**src/rtl/memory_stage_p.sv**
```systemverilog
// memory_stage_p
//   MEM stage of the pipelined MIPS core, between EX and WB. It owns the data
//   RAM, performs byte/half/word loads and stores, flags misaligned accesses,
//   and can add MEM_LAT wait cycles per access. While it waits it raises
//   MemBusy so the hazard unit can stall the rest of the pipeline.
//
// Parameters
//   ADDR_W   word-address bits, RAM depth is 2**ADDR_W words of 32 bits
//   MEM_LAT  extra wait cycles per load/store (0..7)
//
// Ports
//   clk, reset            clock and synchronous active-high reset
//   flush                 squashes the ME registers and any in-flight access
//   AnyStall              pipeline stall from the hazard unit
//   Result_EX, WrDat_EX   byte address / ALU result and store data from EX
//   RegWrite_EX, MemToReg_EX, MemWrite_EX, MemSize_EX, MemSigned_EX,
//   WriteReg_EX           EX control fields
//   RdDat_ME, Result_ME, WriteReg_ME, RegWrite_ME, MemToReg_ME, MisAlign_ME
//                         registered ME pipeline outputs
//   MemBusy               combinational stall request to the hazard unit
module memory_stage_p #(
  parameter int ADDR_W  = 6,
  parameter int MEM_LAT = 0
) (
  input  logic        clk,
  input  logic        reset,
  input  logic        flush,
  input  logic        AnyStall,
  input  logic [31:0] Result_EX,
  input  logic [31:0] WrDat_EX,
  input  logic        RegWrite_EX,
  input  logic        MemToReg_EX,
  input  logic        MemWrite_EX,
  input  logic [1:0]  MemSize_EX,
  input  logic        MemSigned_EX,
  input  logic [4:0]  WriteReg_EX,
  output logic [31:0] RdDat_ME,
  output logic [31:0] Result_ME,
  output logic [4:0]  WriteReg_ME,
  output logic        RegWrite_ME,
  output logic        MemToReg_ME,
  output logic        MisAlign_ME,
  output logic        MemBusy
);

  typedef enum logic [1:0] {IDLE, WAIT, DONE} state_t;

  localparam bit         HAS_LAT  = (MEM_LAT > 0);
  localparam logic [2:0] LAT_INIT = HAS_LAT ? 3'(MEM_LAT - 1) : 3'd0;

  logic [31:0]       ram [2**ADDR_W];
  state_t            state;
  logic [2:0]        cnt;
  logic [31:0]       holdQ;

  logic [ADDR_W-1:0] wordIdx;
  logic [1:0]        lane;
  logic              access;
  logic              misAlign;
  logic              startWait;
  logic              commit;
  logic              ramWe;
  logic              meLoad;
  logic              meMis;
  logic [31:0]       meRd;
  logic [31:0]       rdWord;
  logic [7:0]        byteVal;
  logic [15:0]       halfVal;
  logic [31:0]       loadData;
  logic [31:0]       storeData;

  // Address decode and misalignment: halves need a[0]=0, words need a[1:0]=0.
  always_comb begin
    wordIdx   = Result_EX[ADDR_W+1:2];
    lane      = Result_EX[1:0];
    access    = MemToReg_EX | MemWrite_EX;
    misAlign  = access & (((MemSize_EX == 2'b01) & lane[0]) |
                          (MemSize_EX[1] & (lane != 2'b00)));
    startWait = HAS_LAT & access & ~misAlign;
    commit    = (state == WAIT) & (cnt == 3'd0);
  end

  // Load path: pick the addressed lane(s) out of the word, then extend.
  // Store path: read-modify-write merge of the new lane(s) into the old word.
  always_comb begin
    rdWord    = ram[wordIdx];
    byteVal   = rdWord[{lane, 3'b000} +: 8];
    halfVal   = rdWord[{lane[1], 4'b0000} +: 16];
    loadData  = rdWord;
    storeData = rdWord;
    case (MemSize_EX)
      2'b00: begin
        loadData = {{24{MemSigned_EX & byteVal[7]}}, byteVal};
        storeData[{lane, 3'b000} +: 8] = WrDat_EX[7:0];
      end
      2'b01: begin
        loadData = {{16{MemSigned_EX & halfVal[15]}}, halfVal};
        storeData[{lane[1], 4'b0000} +: 16] = WrDat_EX[15:0];
      end
      default: begin
        loadData  = rdWord;
        storeData = WrDat_EX;
      end
    endcase
  end

  // Handshake decisions. An IDLE store only writes when it retires in the
  // same cycle (no latency, not stalled); a latency store writes only at the
  // commit point, so a flush or reset before commit drops it cleanly.
  always_comb begin
    MemBusy = ~reset & (((state == IDLE) & startWait) |
                        ((state == WAIT) & (cnt != 3'd0)));
    ramWe   = ~reset & ~flush & MemWrite_EX &
              (((state == IDLE) & ~startWait & ~AnyStall & ~misAlign) | commit);
    meLoad  = ~AnyStall & (((state == IDLE) & ~startWait) | commit | (state == DONE));
    meRd    = (state == DONE) ? holdQ : loadData;
    meMis   = (state == IDLE) & misAlign;
  end

  // Data RAM, intentionally without reset.
  always_ff @(posedge clk) begin
    if (ramWe) begin
      ram[wordIdx] <= storeData;
    end
  end

  // Access FSM and ME pipeline registers. A misaligned access never writes
  // back, so its RegWrite is dropped here rather than in WB.
  always_ff @(posedge clk) begin
    if (reset) begin
      state       <= IDLE;
      cnt         <= 3'd0;
      holdQ       <= 32'd0;
      RdDat_ME    <= 32'd0;
      Result_ME   <= 32'd0;
      WriteReg_ME <= 5'd0;
      RegWrite_ME <= 1'b0;
      MemToReg_ME <= 1'b0;
      MisAlign_ME <= 1'b0;
    end else if (flush) begin
      state       <= IDLE;
      cnt         <= 3'd0;
      RdDat_ME    <= 32'd0;
      Result_ME   <= 32'd0;
      WriteReg_ME <= 5'd0;
      RegWrite_ME <= 1'b0;
      MemToReg_ME <= 1'b0;
      MisAlign_ME <= 1'b0;
    end else begin
      case (state)
        IDLE: begin
          if (startWait) begin
            cnt   <= LAT_INIT;
            state <= WAIT;
          end
        end
        WAIT: begin
          if (cnt != 3'd0) begin
            cnt <= cnt - 3'd1;
          end else begin
            holdQ <= loadData;
            state <= AnyStall ? DONE : IDLE;
          end
        end
        DONE: begin
          if (!AnyStall) begin
            state <= IDLE;
          end
        end
        default: state <= IDLE;
      endcase
      if (meLoad) begin
        RdDat_ME    <= meRd;
        Result_ME   <= Result_EX;
        WriteReg_ME <= WriteReg_EX;
        RegWrite_ME <= RegWrite_EX & ~meMis;
        MemToReg_ME <= MemToReg_EX;
        MisAlign_ME <= meMis;
      end
    end
  end

endmodule
```
**config.mk**
```make
export PLATFORM = sky130hd
export DESIGN_NAME = memory_stage_p
export DESIGN_NICKNAME = d
export VERILOG_FILES = /design/src/rtl/memory_stage_p.sv
export SDC_FILE = /design/constraint.sdc
export NUM_CORES = 2
export LEC_CHECK = 0
export BUFFER_PORTS_ARGS = -buffer_cell sky130_fd_sc_hd__buf_2
export CAP_MARGIN = 20
export CELL_PAD_IN_SITES_DETAIL_PLACEMENT = 1
export CELL_PAD_IN_SITES_GLOBAL_PLACEMENT = 1
export CORE_MARGIN = 2
export CORE_UTILIZATION = 50
export CTS_BUF_LIST = sky130_fd_sc_hd__clkbuf_16
export DETAILED_ROUTE_END_ITERATION = 16
export HOLD_SLACK_MARGIN = 0.03
export MAX_ROUTING_LAYER = met4
export PLACE_DENSITY_LB_ADDON = 0.1
export SYNTH_ARGS = -nofsm -noshare
export SYNTH_HDL_FRONTEND = slang
export SYNTH_SLANG_ARGS = --single-unit
```
**constraint.sdc**
```tcl
create_clock -name clk -period 13 [get_ports clk]
set_input_delay 0.65 -clock clk [delete_from_list [all_inputs] [get_ports clk]]
set_output_delay 0.65 -clock clk [all_outputs]
set_load 0.02 [all_outputs]
```
==> run metrics <==
Final Hold Viols=0; Pwr Density=157 nW/um2; Worst EP required=13.54 ns; EDFF count, synth=2048; crit path time final=6.22 ns; initial DRC count=8881; setup slack, reg-to-reg=7.96 ns; final setup fails=0; Hold Crit Class=input pin to flop; dominant cell type by area after synthesis=edfxtp_1; Hold Path Origin=MemToReg_EX; I/O pin count=152; first-pass GRT wire length=430 mm; commonest cells in the synthesized netlist=2048 x edfxtp_1, 358 x a22oi_1, 201 x nor2_1, 195 x mux2i_1, 157 x nand2_1; Die X=410 um; r2r worst-path depth=11; antenna-violating nets left=0; Die Area=168000 um2; htree depth=4; Die Y=410 um; Worst Tran Pin Value=1.25 ns; CTS clk-pin slew, worst paths=0.06 ns; clock skew=0.0639 ns; area grow syn2layout=14.2%; WL/cell=43.3 um; root buf cell=clkbuf_16; final setup TNS=0 ns; # DRC=0; row cnt=148; share of layout cells above drive strength 1=20.5%; Avg Vias per Cell=7.14; via count=52200; Final Cycle Share=47.9%; hold depth=3; syn nets=4765; worst r2r src=ram[39][5]; Crit Path Class=input pin to flop; Post-CTS Setup Inserts=0; GPL Wtd Cong=0.995; crit end category=flop; initial antenna violation count=15; CP Launch Type=input pin; crit-path max FO=104; Post-Synthesis Cell Area=82300 um2; filler instances=14400; number of global-route vias before repair=51000; Clock Latency Late Sink=0.90 ns; ys flop type=edfxtp_1; syn_area_per_cell=17.6 um2; Cells after Synth=4681; global route overflow=0; Port Buf Inserts=150; total iterations of the first detailed-routing run=5; final slew viol count=0; largest net degree at the start of global routing=105; worst r2r dst=ram[54][5]; Post-Route WL=317 mm; clock buffer depth=3; Max Fclk=161 MHz; status=completed; YS warnings=0; TritonCTS clock tree=yes; nets=5039; RSZ-0062 raised after global routing=no; Sink Count=2120; post-synthesis cell type count=83; top-count cell post-synth=edfxtp_1; Async SR Flop Fraction=0%; sequential cell area fraction in the yosys report=76.4%; Post-DP HPWL=178 mm; initial core utilization=50.5%; Peak VDD IR=0.000154 V; MaxCap Viol Count=0; Global Route Usage Sum=38.6%; worst hold endpoint=MemToReg_ME; Pwr Total=14.7 mW; number of synthesized register bits=2120; relative slew slack=16.8%; hold slack final=0.0700 ns; CORE AREA=163000 um2; Worst Path Arrival=6.76 ns; leakage power figure=30.3 nW; Synth area leaders=edfxtp_1 75%, a22oi_1 3.3%, mux4_2 2.7%, mux2i_1 2.4%, mux2_2 1.8%; Synth top area share=74.7%; CTS buffer count=214
-- layer usage --
layer / routed length, um / track usage [%] / up-vias
met5: 0 / - / -
met4: 17700 / 18.4 / 0
met3: 38100 / 8.77 / 712
met2: 142000 / 56.3 / 3852
met1: 119000 / 51.6 / 27700
li1: - / - / 20000
-- cell type report --
class	instances	area, um2	area share, %
Inverter	18	72.6	0.0772
Tap cell	2175	2720	2.89
Multi-Input combinational cell	2202	18600	19.8
Timing Repair Buffer	399	2930	3.12
Sequential cell	2120	62900	66.9
Clock buffer	215	5380	5.72
Antenna cell	8	20.0	0.0213
Clock inverter	172	1330	1.41
-- power by group --
| part | switching, mW | total [mW] | internal, mW |
|---|---|---|---|
| Sequential | 0.00560 | 7.64 | 7.63 |
| Clock | 2.68 | 5.96 | 3.28 |
| Combinational | 0.861 | 1.13 | 0.266 |
-- flip-flops by register name (all words and copies together) (netlist names) --
register and cells:
ram 2048, RdDat_ME 32, Result_ME 32, WriteReg_ME 5, MemToReg_ME 1, MisAlign_ME 1, RegWrite_ME 1
-- per-stage QoR --
stage,setup slack [ns],utilization [%],instances,area (um2)
6_report,6.78,57.6,7309,94000
5_1_grt,6.80,57.6,7308,94000
4_1_cts,6.90,57.6,7295,93900
3_5_place_dp,5.97,53.3,6879,86900
3_3_place_gp,5.71,53.2,6872,86800
2_1_floorplan,6.70,-,4681,82300
-- worst max path at each step --
| stage | from | slack (ns) | cells after the start | endpoint |
|---|---|---|---|---|
| 6_report | Result_EX[4] | 6.78 | 13 | ram[54][5] |
| 5_1_grt | Result_EX[4] | 6.80 | 13 | ram[54][5] |
| 4_1_cts | Result_EX[4] | 6.90 | 14 | ram[43][16] |
| 3_5_place_dp | Result_EX[4] | 5.97 | 14 | ram[43][16] |
| 3_3_place_gp | Result_EX[4] | 5.71 | 15 | ram[23][30] |
| 2_1_floorplan | Result_EX[1] | 6.70 | 8 | ram[0][29] |
-- kinds of logic after synthesis --
family | count (synthesis) | synth area share, %
compound gates | 1150 | 10.4
fa+ha+maj | 5 | 0.0760
buf+inv | 359 | 2.18
flops | 2120 | 76.4
mux | 429 | 6.91
other cells | 1 | 0.00455
simple gates | 617 | 3.99
-- layout by cell type (no fill, tap or decap), types with 18 or more instances in the layout --
master,count
a21oi_1,109
clkinv_2,36
mux2_2,129
clkinv_1,47
and4b_1,22
o21ai_0,87
inv_1,69
buf_2,147
and4_1,18
mux2i_1,195
o2bb2ai_1,23
a221o_1,44
o22ai_1,53
a22o_1,39
dfxtp_1,72
o221ai_1,29
dlygate4sd3_1,29
nand3_1,25
mux4_2,97
nand2_1,156
a31oi_1,68
nor2_4,67
a211oi_1,23
a2111oi_0,18
nand4_1,28
nor2_1,134
buf_4,201
edfxtp_1,2048
a22oi_1,358
a221oi_1,145
o211ai_1,33
clkbuf_16,215
-- timing repair --
action,CTS,global route
hold buffers,29,0
gates resized for setup,0,0
endpoints found under the hold margin,29,0
-- critical path, cell delays in order --
cell	delay, ns
buf_8	0.48
buf_4	0.64
buf_12	0.54
mux2_2	0.41
a221oi_1	0.57
a2bb2oi_1	0.61
nor2_1	0.13
nor4_1	1.03
nor2_1	0.10
a21oi_1	0.27
o221ai_4	0.31
buf_16	0.30
buf_4	0.32
No activity file was read; power rests on OpenSTA's default activity.
